[src/rtl/memory_initiator.sv]
// Request-side master for a single-port memory: turns valid/ready commands into
// one-cycle memory strobes and returns read data (or a timeout error) on a response port.
module memory_initiator #(
  parameter int DATA_WIDTH = 32,
  parameter int ADDR_WIDTH = 4,
  parameter int TIMEOUT    = 8
) (
  input  logic                  memory_clk,
  input  logic                  memory_rst,
  input  logic                  req_valid,
  output logic                  req_ready,
  input  logic                  req_wr,
  input  logic [ADDR_WIDTH-1:0] req_addr,
  input  logic [DATA_WIDTH-1:0] req_wdata,
  output logic                  rsp_valid,
  input  logic                  rsp_ready,
  output logic [DATA_WIDTH-1:0] rsp_data,
  output logic [ADDR_WIDTH-1:0] rsp_addr,
  output logic                  rsp_err,
  output logic                  memory_en,
  output logic                  memory_wr,
  output logic [ADDR_WIDTH-1:0] memory_addr,
  output logic [DATA_WIDTH-1:0] memory_data_in,
  input  logic                  memory_vld_out,
  input  logic [DATA_WIDTH-1:0] memory_data_out
);

  localparam int CNT_W = $clog2(TIMEOUT);
  localparam logic [CNT_W-1:0] CNT_LAST = CNT_W'(TIMEOUT - 1);

  typedef enum logic [1:0] {IDLE, ISSUE, WAIT_RD, RESP} state_t;

  state_t                state_q, state_d;
  logic [ADDR_WIDTH-1:0] addr_q, addr_d;
  logic [CNT_W-1:0]      cnt_q, cnt_d;
  logic                  mem_en_q, mem_en_d;
  logic                  mem_wr_q, mem_wr_d;
  logic [ADDR_WIDTH-1:0] mem_addr_q, mem_addr_d;
  logic [DATA_WIDTH-1:0] mem_data_q, mem_data_d;
  logic                  rsp_valid_q, rsp_valid_d;
  logic [DATA_WIDTH-1:0] rsp_data_q, rsp_data_d;
  logic [ADDR_WIDTH-1:0] rsp_addr_q, rsp_addr_d;
  logic                  rsp_err_q, rsp_err_d;

  // Memory-side outputs are registered from the accept decision, so the ISSUE
  // cycle is exactly the cycle in which memory_en is high.
  always_comb begin
    state_d     = state_q;
    addr_d      = addr_q;
    cnt_d       = cnt_q;
    mem_en_d    = 1'b0;
    mem_wr_d    = 1'b0;
    mem_addr_d  = '0;
    mem_data_d  = '0;
    rsp_valid_d = rsp_valid_q;
    rsp_data_d  = rsp_data_q;
    rsp_addr_d  = rsp_addr_q;
    rsp_err_d   = rsp_err_q;

    case (state_q)
      IDLE: begin
        if (req_valid) begin
          addr_d     = req_addr;
          mem_en_d   = 1'b1;
          mem_wr_d   = req_wr;
          mem_addr_d = req_addr;
          mem_data_d = req_wr ? req_wdata : '0;
          state_d    = ISSUE;
        end
      end
      ISSUE: begin
        cnt_d   = '0;
        state_d = mem_wr_q ? IDLE : WAIT_RD;
      end
      WAIT_RD: begin
        cnt_d = cnt_q + CNT_W'(1);
        if (memory_vld_out) begin
          rsp_data_d  = memory_data_out;
          rsp_err_d   = 1'b0;
          rsp_addr_d  = addr_q;
          rsp_valid_d = 1'b1;
          state_d     = RESP;
        end else if (cnt_q == CNT_LAST) begin
          rsp_data_d  = '0;
          rsp_err_d   = 1'b1;
          rsp_addr_d  = addr_q;
          rsp_valid_d = 1'b1;
          state_d     = RESP;
        end
      end
      RESP: begin
        if (rsp_ready) begin
          rsp_valid_d = 1'b0;
          state_d     = IDLE;
        end
      end
      default: state_d = IDLE;
    endcase
  end

  always_ff @(posedge memory_clk or negedge memory_rst) begin
    if (!memory_rst) begin
      state_q     <= IDLE;
      addr_q      <= '0;
      cnt_q       <= '0;
      mem_en_q    <= 1'b0;
      mem_wr_q    <= 1'b0;
      mem_addr_q  <= '0;
      mem_data_q  <= '0;
      rsp_valid_q <= 1'b0;
      rsp_data_q  <= '0;
      rsp_addr_q  <= '0;
      rsp_err_q   <= 1'b0;
    end else begin
      state_q     <= state_d;
      addr_q      <= addr_d;
      cnt_q       <= cnt_d;
      mem_en_q    <= mem_en_d;
      mem_wr_q    <= mem_wr_d;
      mem_addr_q  <= mem_addr_d;
      mem_data_q  <= mem_data_d;
      rsp_valid_q <= rsp_valid_d;
      rsp_data_q  <= rsp_data_d;
      rsp_addr_q  <= rsp_addr_d;
      rsp_err_q   <= rsp_err_d;
    end
  end

  // Gate with reset so ready drops the moment reset asserts.
  assign req_ready      = (state_q == IDLE) & memory_rst;
  assign rsp_valid      = rsp_valid_q;
  assign rsp_data       = rsp_data_q;
  assign rsp_addr       = rsp_addr_q;
  assign rsp_err        = rsp_err_q;
  assign memory_en      = mem_en_q;
  assign memory_wr      = mem_wr_q;
  assign memory_addr    = mem_addr_q;
  assign memory_data_in = mem_data_q;

endmodule
[config.mk]
export PLATFORM = sky130hd
export DESIGN_NAME = memory_initiator
export DESIGN_NICKNAME = d
export VERILOG_FILES = /design/src/rtl/memory_initiator.sv
export SDC_FILE = /design/constraint.sdc
export NUM_CORES = 1
export LEC_CHECK = 0
export CAP_MARGIN = 20
export CORE_ASPECT_RATIO = 1.5
export CORE_MARGIN = 5
export CORE_UTILIZATION = 40
export CTS_BUF_LIST = sky130_fd_sc_hd__clkbuf_16
export DETAILED_ROUTE_END_ITERATION = 10
export PLACE_DENSITY = 0.8
export SYNTH_ARGS = -nofsm -noshare
export SYNTH_HDL_FRONTEND = slang
export SYNTH_SLANG_ARGS = --single-unit
[constraint.sdc]
create_clock -name memory_clk -period 2.07 [get_ports memory_clk]
set_clock_uncertainty 0.1 [all_clocks]
set_input_delay 0.621 -clock memory_clk [delete_from_list [all_inputs] [get_ports memory_clk]]
set_output_delay 0.621 -clock memory_clk [all_outputs]
set_load 0.03 [all_outputs]
-- After elaboration in Yosys (flattened, before gate mapping)
Index checks and enable logic that the tools add are counted.
- equal/unequal tests: 7
- bitwise gates (word level): 1
- multiplexer cells: 25
- reductions and logical operators: 8
- add/sub/neg operators: 1
- operator list (kind ; count):
    $mux W32 ; 5
    $mux W4 ; 4
    $mux W2 ; 5
    $mux W1 ; 8
    $pmux W2 S4 ; 1
    $pmux W3 S2 ; 1
    $reduce_and A3 Y1 ; 2
    $reduce_bool A2 Y1 ; 3
    $eq A2 B2 Y1 const B ; 2
    $ne A2 B2 Y1 const B ; 2
    $reduce_and A2 Y1 ; 2
    $add A3 B1 Y3 const B ; 1
    $eq A3 B3 Y1 const B ; 1
    $ne A3 B3 Y1 const B ; 1
    $eq A2 B1 Y1 const B ; 1
    $logic_not A2 Y1 ; 1
    $pmux W1 S2 ; 1
    $and A1 B1 Y1 ; 1
- register bits: 85
- word-level logic and storage cells: 53

-- Logic depth before layout (Yosys ltp)
- word-level depth: 4
- depth in mapped cells: 8
- depth with buffers taken out: 5

-- Worst setup path before layout
No wires, ideal clock.
- path type: register to output
- from: register state_q[0]
- to: output req_ready
- setup slack: 259 ps
- path buffers: 0
- required time: 1349 ps
- arrival time: 1090 ps
- cell stages (with the launch flop): 4
- path through: dfrtp_1 -> inv_1 -> ha_1 -> and2_1
- word-level cells in the longest chain between the ends: 2
- RTL lines (what ; line ; RTL):
    from (decl) ; 33 ; state_t state_q, state_d;
    from (signal assigned) ; 115 ; state_q <= state_d;
    $logic_not A2 Y1 ; 130 ; assign req_ready = (state_q == IDLE) & memory_rst;
    $and A1 B1 Y1 ; 130 ;
    to (decl) ; 11 ; output logic req_ready,
No other way between the ends.

-- Worst setup path after layout
Ends and elaborated chain as after synthesis.

==> results <==
==> final cells by class <==
type | instances | area, um2
clock inverter | 6 | 23.8
tap | 102 | 128
inverter | 6 | 22.5
fill | 571 | 2530
sequential | 85 | 2130
timing repair buffer | 163 | 1660
multi-input combinational | 110 | 842
clock buffer | 9 | 225
==> repair_timing <==
item | CTS | global route
gates resized for setup | 45 | 34
setup endpoints to repair | 45 | 33
setup buffers | 1 | 0
gates cloned | 0 | 0
==> cell usage after synthesis (all sizes together) <==
master / n / area, um2
nand2: 7 / 26.3
a22o: 31 / 272
and3: 5 / 37.5
a211oi: 1 / 7.51
buf: 9 / 62.6
nor2b: 1 / 6.26
and2: 34 / 213
o21ai: 6 / 30.0
a21o: 4 / 30.0
inv: 6 / 22.5
clkbuf: 3 / 13.8
nand2b: 1 / 6.26
and2b: 1 / 7.51
nand3: 4 / 20.0
ha: 6 / 75.1
mux2i: 1 / 10.0
nor2: 1 / 3.75
o311ai: 1 / 8.76
mux2: 4 / 45.0
a2111oi: 1 / 27.5
o32a: 1 / 10.0
dfrtp: 85 / 2130
==> path summary, 6_finish.rpt <==
kind                                        startpoint                        to  slack, ns  cells past startpoint
worst min register to register   addr_q[2]$_DFFE_PN0P_     addr_q[2]$_DFFE_PN0P_       0.37                      1
worst max register to register    cnt_q[0]$_DFFE_PN0P_   rsp_addr[3]$_DFFE_PN0P_       0.40                      5
worst max-delay path            state_q[0]$_DFFE_PN0P_                 req_ready       0.07                      4
min in group memory_clk          addr_q[2]$_DFFE_PN0P_     addr_q[2]$_DFFE_PN0P_       0.37                      1
max in group asynchronous                   memory_rst  rsp_data[15]$_DFFE_PN0P_       1.07                      3
worst min-delay path                        memory_rst  memory_addr[0]$_DFF_PN0_       0.22                      2
==> sequential cells by signal, summed over array words and instances, names as in the netlist, named ones only <==
signal	flops
cnt_q	3
memory_en	1
memory_data_in	32
rsp_err	1
memory_wr	1
state_q	1
addr_q	4
memory_addr	4
rsp_valid	1
rsp_addr	4
rsp_data	32
==> critical path, stage by stage, from the launching register on <==
cell and delay [ns]:
dfrtp_1 0.39, inv_2 0.10, ha_2 0.19, and2_1 0.12
buf_4 0.16
==> logic make-up after synthesis <==
group / after synthesis / synth area share [%]
AOI/OAI and AO/OA: 45 / 12.6
buffers and inverters: 18 / 3.23
muxes: 5 / 1.80
adders and majority gates: 6 / 2.45
DFF: 85 / 69.5
and+or+nand+nor: 54 / 10.5
==> metal layers <==
metal / vias up / wire [um]
met2: 98 / 3900
met3: 15 / 891
met1: 1094 / 2520
met5: - / 0
met4: 0 / 187
li1: 1056 / -
==> power by group through the flow <==
| stage | sequential [uW] | combinational (uW) | clock, uW |
|---|---|---|---|
| 2_1_floorplan | 3240 | 768 | 0 |
| 3_3_place_gp | 2400 | 2830 | 0 |
| 3_5_place_dp | 2430 | 2870 | 0 |
| 4_1_cts | 2380 | 2660 | 1400 |
| 5_1_grt | 2440 | 2800 | 1490 |
| 6_report | 2370 | 2620 | 1350 |
==> metrics by stage <==
| step | util (%) | cell area, um2 | hold WS (ns) | power (uW) | worst slack (ns) |
|---|---|---|---|---|---|
| floorplan | - | 3060 | 0.225 | 4010 | 0.259 |
| global placement | 62.4 | 4720 | 0.351 | 5230 | 0.0400 |
| detailed placement | 62.4 | 4720 | 0.358 | 5300 | 0.00620 |
| CTS | 65.1 | 4920 | 0.371 | 6440 | 0.000813 |
| global route | 66.5 | 5030 | 0.249 | 6730 | 0.000419 |
| finish | 66.5 | 5030 | 0.221 | 6340 | 0.0657 |
==> results.yml <==
cells_and_area:
  final_cell_mix: "85 x dfrtp_1, 72 x clkdlybuf4s50_1, 44 x dlygate4sd2_1"
  final_common_cell: "dfrtp_1"
  syn2layout_area_growth_pct: 64.4
  n_antenna_cell: 0
  post_layout_nonfiller_instances: 481
  nets: 455
  drive_above_1_share_pct: 9.23
cts:
  numCtsBuffers: 9
  clk_latency_ns: 0.33
  cts_tree: "built"
  hold_buffers: 0
  clkTransAtPathRegs_ns: 0.06
  htree_levels: 3
  root_buffer: "clkbuf_16"
  cts.sinks: 85
  clockBufferDepth: 2
route:
  vias: 2263
  wire_per_inst_um: 15.6
  antenna_left: 0
  avgViaCountPerCell: 4.70
  wl_um: 7500
  drt_pass1_iterations: 4
  drtIter0Drc: 78
  drcViolationCount: 0
power_and_ir_drop:
  clkPwrFrac_pct: 21.3
  powerDensity_nw_per_um2: 1260
  pwr-share-seq_pct: 37.4
  power.internal_uw: 4020
  pwr-share-comb_pct: 41.3
  peakVddDrop_v: 0.000587
  p_leak_uw: 0.00297
  p_switching_uw: 2320
  swShare_pct: 36.6
logic_synthesis:
  synth_cells: 213
  synth-seq-cells: 85
  ys_types: 27
  syn-num-nets: 293
  yosysSeqAreaShare_pct: 69.5
  ys_warn_count: 0
  synth_area_um2: 3060
  syn_avg_cell_area_um2: 14.4
global_routing:
  grt_max_degree: 86
  use_met3_pct: 7.58
  grt_use_met1_pct: 16.8
  use_met2_pct: 28.3
  track_usage_pct: 16.5
  grt_pass1_wl_um: 11700
  grt.busiest_layer: "met2"
  antenna_found_initial: 0
  overflow: 0
  grt_pass1_vias: 2355
timing:
  setup_tns_ns: 0
  rsz0062_at_grt: "false"
  clock.fmax_mhz: 499
  drv_slew: 0
  tightestPinTransition_ns: 0.397
  min_period_ns: 2.00
  setup_violations: 0
  max-slew-margin-rel_pct: 73.5
  hold_viol: 0
  period_share_pct: 96.8
die:
  fp.dieArea_um2: 9540
  io_pins: 151
  start_util_pct: 40.5
  core_um2: 7560
  core.rowCount: 39
  chipHeight_um: 117
  die_w_um: 81.4
place:
  place_congestion: 0.707
  place_hpwl_um: 5660
  port_buffers: 150
  dpl.cell_count: 464
critical_path:
  crit_arrival_ns: 1.28
  critPathMaxFanout: 3
  cp-start-kind: "register"
  critPathKind: "reg -> out"
  cp-end-kind: "output pin"
  worstPathRequired_ns: 1.35
job:
  drv_cap: 0
outcome:
  status: "complete, no violations"
worst_hold_path:
  hp-class: "in -> async"
No activity file was read; power rests on OpenSTA's default activity.
